## config.mk

```make
export PLATFORM = sky130hd
export DESIGN_NAME = prog_clock_divider
export DESIGN_NICKNAME = d
export VERILOG_FILES = /design/src/rtl/clk_div_pkg.sv /design/src/rtl/clk_gate_cell.sv /design/src/rtl/prog_clock_divider.sv
export SDC_FILE = /design/constraint.sdc
export NUM_CORES = 1
export LEC_CHECK = 0
export CORE_MARGIN = 2
export CORE_UTILIZATION = 50
export CTS_CLUSTER_DIAMETER = 40
export DETAILED_ROUTE_END_ITERATION = 12
export PLACE_DENSITY = 0.82
export SLEW_MARGIN = 20
export SYNTH_ARGS = -nofsm -noshare
export SYNTH_HDL_FRONTEND = slang
export SYNTH_SLANG_ARGS = --single-unit
```

## constraint.sdc

```tcl
create_clock -name i_ref_clk -period 5.9 [get_ports i_ref_clk]
set_input_delay 0.885 -clock i_ref_clk [delete_from_list [all_inputs] [get_ports i_ref_clk]]
set_output_delay 0.885 -clock i_ref_clk [all_outputs]
set_load 0.005 [all_outputs]
```

## src/rtl/clk_div_pkg.sv

```systemverilog
// Shared types and helpers for the programmable clock divider.
// Holds the divider state encoding, the bypass threshold and the
// phase-length split used by every divider instance.
package clk_div_pkg;

   typedef enum logic [1:0] {
      IDLE   = 2'd0,
      HIGH   = 2'd1,
      LOW    = 2'd2,
      BYPASS = 2'd3
   } div_state_e;

   // Ratios at or below this value select the gated bypass path
   localparam logic [15:0] BYPASS_MAX = 16'd1;

   // Split a ratio into {high length, low length}. The short half goes high
   // unless the caller asks for the long half high on odd ratios.
   function automatic logic [31:0] phase_len(input logic [15:0] ratio,
                                             input logic        odd_high_long);
      logic [15:0] loHalf;
      logic [15:0] hiHalf;
      loHalf = ratio >> 1;
      hiHalf = ratio - loHalf;
      if (odd_high_long && ratio[0]) begin
         return {hiHalf, loHalf};
      end
      return {loHalf, hiHalf};
   endfunction

endpackage

```

## src/rtl/clk_gate_cell.sv

```systemverilog
// Latch-based integrated clock gate used only on the bypass path.
// Kept as its own module so a library ICG cell can be dropped in.
module clk_gate_cell (
   input  logic i_clk,
   input  logic i_en,
   output logic o_gclk
);

   logic r_enLatch;

   // Enable is transparent while the clock is low, so it is frozen for the whole high phase
   always_latch begin
      if (!i_clk) begin
         r_enLatch <= i_en;
      end
   end

   assign o_gclk = i_clk & r_enLatch;

endmodule

```

## src/rtl/prog_clock_divider.sv

```systemverilog
// Programmable integer clock divider with glitch-free ratio changes.
// Ratio and enable changes land only on output-period boundaries; ratios
// 0 and 1 pass the reference clock through a clock gate instead.
module prog_clock_divider #(
   parameter int DIV_WIDTH     = 8,
   parameter bit ODD_HIGH_LONG = 1'b0,
   parameter int RST_RATIO     = 2
) (
   input  logic                 i_ref_clk,
   input  logic                 i_rst_n,
   input  logic                 i_clk_en,
   input  logic [DIV_WIDTH-1:0] i_div_ratio,
   input  logic                 i_ratio_load,
   output logic                 o_div_clk,
   output logic                 o_div_pulse,
   output logic                 o_ratio_busy,
   output logic [DIV_WIDTH-1:0] o_active_ratio
);

   import clk_div_pkg::*;

   div_state_e           r_state;
   logic [DIV_WIDTH-1:0] r_count;
   logic [DIV_WIDTH-1:0] r_pendingRatio;
   logic [DIV_WIDTH-1:0] r_activeRatio;
   logic                 r_busy;
   logic                 r_divClk;
   logic                 r_divPulse;

   logic [31:0]          w_phase;
   logic [DIV_WIDTH-1:0] w_highLast;
   logic [DIV_WIDTH-1:0] w_lowLast;
   logic [DIV_WIDTH-1:0] w_nextRatio;
   logic                 w_nextBypass;
   logic                 w_commit;
   logic                 w_gateEn;
   logic                 w_gatedClk;

   assign w_phase    = phase_len(16'(r_activeRatio), ODD_HIGH_LONG);
   assign w_highLast = DIV_WIDTH'(w_phase[31:16] - 16'd1);
   assign w_lowLast  = DIV_WIDTH'(w_phase[15:0] - 16'd1);

   // A pending ratio may only become active in IDLE, in BYPASS, or on the last LOW cycle
   always_comb begin
      w_commit = 1'b0;
      case (r_state)
         IDLE:    w_commit = r_busy;
         BYPASS:  w_commit = r_busy;
         LOW:     w_commit = r_busy && (r_count == w_lowLast);
         default: w_commit = 1'b0;
      endcase
   end

   assign w_nextRatio  = w_commit ? r_pendingRatio : r_activeRatio;
   assign w_nextBypass = (16'(w_nextRatio) <= BYPASS_MAX);

   // Capture requested ratios; the latest load wins and busy holds until a commit with no new load
   always_ff @(posedge i_ref_clk or negedge i_rst_n) begin
      if (!i_rst_n) begin
         r_pendingRatio <= DIV_WIDTH'(RST_RATIO);
         r_activeRatio  <= DIV_WIDTH'(RST_RATIO);
         r_busy         <= 1'b0;
      end else begin
         if (w_commit) begin
            r_activeRatio <= r_pendingRatio;
         end
         if (i_ratio_load) begin
            r_pendingRatio <= i_div_ratio;
            r_busy         <= 1'b1;
         end else if (w_commit) begin
            r_busy <= 1'b0;
         end
      end
   end

   // Divider FSM: phase counting, boundary decisions and the registered output/strobe one cycle behind the state
   always_ff @(posedge i_ref_clk or negedge i_rst_n) begin
      if (!i_rst_n) begin
         r_state    <= IDLE;
         r_count    <= '0;
         r_divClk   <= 1'b0;
         r_divPulse <= 1'b0;
      end else begin
         r_divClk   <= (r_state == HIGH);
         r_divPulse <= ((r_state == HIGH) && (r_count == '0)) || (r_state == BYPASS);
         case (r_state)
            IDLE: begin
               r_count <= '0;
               if (i_clk_en) begin
                  r_state <= w_nextBypass ? BYPASS : HIGH;
               end
            end
            HIGH: begin
               if (r_count == w_highLast) begin
                  r_state <= LOW;
                  r_count <= '0;
               end else begin
                  r_count <= r_count + DIV_WIDTH'(1);
               end
            end
            LOW: begin
               if (r_count == w_lowLast) begin
                  r_count <= '0;
                  if (!i_clk_en) begin
                     r_state <= IDLE;
                  end else if (w_nextBypass) begin
                     r_state <= BYPASS;
                  end else begin
                     r_state <= HIGH;
                  end
               end else begin
                  r_count <= r_count + DIV_WIDTH'(1);
               end
            end
            BYPASS: begin
               r_count <= '0;
               if (!i_clk_en) begin
                  r_state <= IDLE;
               end else if (!w_nextBypass) begin
                  r_state <= HIGH;
               end
            end
            default: begin
               r_state <= IDLE;
               r_count <= '0;
            end
         endcase
      end
   end

   assign w_gateEn = (r_state == BYPASS);

   clk_gate_cell u_bypassGate (
      .i_clk  (i_ref_clk),
      .i_en   (w_gateEn),
      .o_gclk (w_gatedClk)
   );

   assign o_div_clk      = r_divClk | (w_gatedClk & i_rst_n);
   assign o_div_pulse    = r_divPulse;
   assign o_ratio_busy   = r_busy;
   assign o_active_ratio = r_activeRatio;

endmodule

```

# After elaboration in Yosys (flattened, before gate mapping)
# Cells that the tools add are included.
# W data, S select, Z words.
[word_totals]
ff_bits = 29
latch_bits = 1
input_bits = 12
out_inout_bits = 11
elab_cells = 49
[classes]
addsub = 4
order_cmp = 1
n_eq_ne = 9
muxes = 16
bitwise = 3
n_reduce_logical = 8
[op_table]
columns = ["op", "n"]
rows = [
  ["$mux W8", 3],
  ["$pmux W8 S3", 1],
  ["$eq A8 B8 Y1", 2],
  ["$mux W2", 7],
  ["$add A8 B1 Y8 const B", 1],
  ["$le A8 B1 Y1 const B", 1],
  ["$logic_not A8 Y1", 1],
  ["$pmux W2 S4", 1],
  ["$sub A7 B1 Y8 const B", 1],
  ["$sub A8 B2 Y8 const B", 1],
  ["$sub A8 B7 Y8", 1],
  ["$eq A2 B2 Y1 const B", 2],
  ["$ne A2 B2 Y1 const B", 2],
  ["$reduce_and A4 Y1", 1],
  ["$mux W1", 3],
  ["$ne A3 B3 Y1 const B", 1],
  ["$and A1 B1 Y1", 2],
  ["$eq A2 B1 Y1 const B", 1],
  ["$logic_and A1 B1 Y1", 2],
  ["$logic_not A2 Y1", 1],
  ["$ne A2 B1 Y1 const B", 1],
  ["$pmux W1 S2", 1],
  ["$reduce_bool A2 Y1", 1],
  ["$reduce_or A2 Y1", 1],
  ["2 further kinds", 2],
]

# Longest topological paths before layout
[depth]
word_depth = 11
ltp_mapped = 12
mapped_depth_nobuf = 11

# Hierarchy
# From an unflattened synthesis, not the netlist that was laid out.
[hier_totals]
hier_cells = 200
area_unflattened_um2 = 1996.9
[modules_own_cells]
columns = ["module", "n_inst", "cells_each", "area_per_inst_um2"]
rows = [
  ["prog_clock_divider", 1, 198, 1975.6],
  ["clk_gate_cell", 1, 2, 21.3],
]

==> flow_summary.ini <==
[cts]
clk_pin_slew_worst_paths_ns = 0.07
cts_hold_buf = 0
cts_setup_buffers = 0
clkLatencyLatePin_ns = 0.39
cts_tree = done
cts_resized = 0

[die]
core_area_um2 = 4000
die_w_um = 68.6
start_util_pct = 52.2
die_y_um = 68.6
die-area_um2 = 4710
num_rows = 23
io_pins = 23

[cells_and_area]
fin_nets = 276
drive_above_1_share_pct = 11.5
fillers = 326
antenna_cells = 0
final_area_um2 = 2490
final_util_pct = 62.2
final_cells = 293
syn_to_final_growth_pct = 19.2

[grt]
grt_max_degree = 31
grt_overflow = 0
grt_pass1_vias = 1727
grt_util_all_layers_pct = 22.6
grt_antenna_before_repair = 0
grt_pass1_wl_um = 7780

[worst_setup_path]
cp_num_buf_inv = 1
crit_type = latch to primary output
cpPeakStageDelay_ns = 0.49
crit_fanout = 1
path_delay_family = buffers and inverters
slowest_stage = clkdlybuf4s50_1
worstSetupPathDepth = 2
arrival_ns = 4.36
crit_chain = a31o_2 > clkdlybuf4s50_1
cp-start-kind = latch
r2r_cells = 9
crit_required_ns = 5.02
crit_path_end_kind = primary output

[yosys]
avgSynthCellArea_um2 = 9.62
yosys_warnings = 0
yosysTopAreaCell = dfrtp_1
syn_inst = 217
netlist_area_um2 = 2090
post-synth-top-count-cell = dfrtp_1
synth.distinct_cells = 42
ys_ff_latch = 30
synth_flop_cell = dfrtp_1
synth-edff-count = 0
syn_nets = 251
synthArstFlopShare_pct = 96.7
synth_area_leaders = dfrtp_1 (32%), ha_1 (13%), xnor2_1 (8.0%)
synth_common_cells = dfrtp_1 (27), ha_1 (21), xnor2_1 (19)
synth_top_area_share_pct = 32.4

[placement]
postPlaceCellArea_um2 = 2340
preCtsSetupSlack_ns = 1.08
dp.cells = 282
place.gp.congestion = 0.863
dp_hpwl_um = 3430
numPortBuffers = 22

[min_path]
hp-class = register to register
whs_path_depth = 2

[sta]
setup_violations = 0
slew_headroom_pct = 42.9
setup_ws_ns = 0.651
clock_skew_ns = 0.00611
rsz0062_at_grt = no
tns_ns = 0
hold_viol = 0
worstMarginPinSlew_ns = 0.853
worst_hold_slack_ns = 0.500
slew_violations = 0

[pwr]
p_clk_share_pct = 17.0
p_leak_nw = 1.07
p_per_area_nw_per_um2 = 594
total_power_mw = 1.48
peakVddDrop_mv = 0.359
pwr-share-comb_pct = 59.6
seqPwrFrac_pct = 23.4
swShare_pct = 43.6
p_int_mw = 0.834
p_switching_mw = 0.645

[drt]
wl_per_cell_um = 16.1
drt_iter0_drc = 160
vias_per_cell = 5.77
vias = 1690
dr.pass1.iters = 7
totalWireLength_um = 4710
remaining_drc_errors = 0
ant_nets = 0

[flow_run]
cap_violations = 0

[status]
status = finished clean
## registers in the layout, summed over array words and instances (netlist names)
| signal | cells |
|---|---|
| r_state | 2 |
| o_ratio_busy | 1 |
| r_count | 8 |
| r_divClk | 1 |
| o_active_ratio | 8 |
| r_pendingRatio | 8 |
| o_div_pulse | 1 |
| u_bypassGate.r_enLatch | 1 |
## placed cells by master, fill, tap and decap left out, drive strengths merged, types with 4 or more instances in the layout
| cell type | instances |
|---|---|
| a211oi | 6 |
| inv | 15 |
| ha | 21 |
| clkdlybuf4s50 | 22 |
| nor2b | 5 |
| a21oi | 4 |
| nand2 | 12 |
| clkbuf | 9 |
| nor2 | 18 |
| dfrtp | 27 |
| o21ai | 11 |
| xnor2 | 19 |
| nor3 | 4 |
| nand3 | 6 |
| mux2 | 9 |
| xor2 | 11 |
## worst reg2reg max path: stages (launching register included)
cell       delay (ns)
dfstp_2          0.62
inv_1            0.10
ha_1             0.33
nand2b_1         0.21
a2111oi_2        0.40
o311a_2          0.20
o2111ai_1        0.16
o41a_1           0.48
nor2_1           0.68
mux2_2           0.42
## cells by family (layout without fill, tap and decap cells)
kind of cell / Yosys count / in the layout / synth area share [%]
XOR/XNOR: 30 / 30 / 12.6
latches: 1 / 1 / 0.719
multiplexers: 9 / 9 / 4.86
buffers and inverters: 23 / 49 / 4.32
adder cells (fa/ha/maj): 22 / 22 / 13.5
AND/OR/NAND/NOR: 62 / 62 / 14.8
AO/OA/AOI/OAI: 41 / 41 / 14.3
flip-flops: 29 / 29 / 34.9
## layer usage
layer | up-vias | global-route usage (%) | routed length, µm
li1 | 801 | - | -
met1 | 825 | 26.7 | 1980
met2 | 47 | 37.0 | 2380
met3 | 17 | 7.14 | 245
met4 | 0 | 10.8 | 104
met5 | - | 0 | 0
## path summary, 6_finish.rpt
check | startpoint | slack [ns] | endpoint
min in group asynchronous | i_rst_n | 0.88 | o_div_pulse
min reg2reg | r_pendingRatio[1] | 0.50 | o_active_ratio[1]
max reg2reg | o_active_ratio[1] | 2.20 | o_active_ratio[0]
min | r_pendingRatio[1] | 0.50 | o_active_ratio[1]
max | u_bypassGate.r_enLatch | 0.65 | o_div_clk
max in group asynchronous | i_rst_n | 4.70 | o_active_ratio[1]
## layout make-up
class | instances | area [µm²] | share of cell area (%)
clock buffer | 10 | 145 | 5.83
inverter | 15 | 56.3 | 2.26
clock inverter | 2 | 10.0 | 0.402
sequential | 30 | 743 | 29.9
multi-input combinational | 164 | 1250 | 50.4
tap | 50 | 62.6 | 2.51
timing repair buffer | 22 | 218 | 8.75
## power groups by stage
| stage | registers, mW | clock network, mW | logic, mW |
|---|---|---|---|
| after global placement | 0.346 | 0.0114 | 0.830 |
| after global routing | 0.355 | 0.266 | 0.976 |
| after CTS | 0.346 | 0.254 | 0.876 |
| final | 0.346 | 0.252 | 0.881 |
| after floorplan | 0.329 | 0.00472 | 0.639 |
| after detailed placement | 0.349 | 0.0114 | 0.860 |
(Power assumes the default switching activity.)
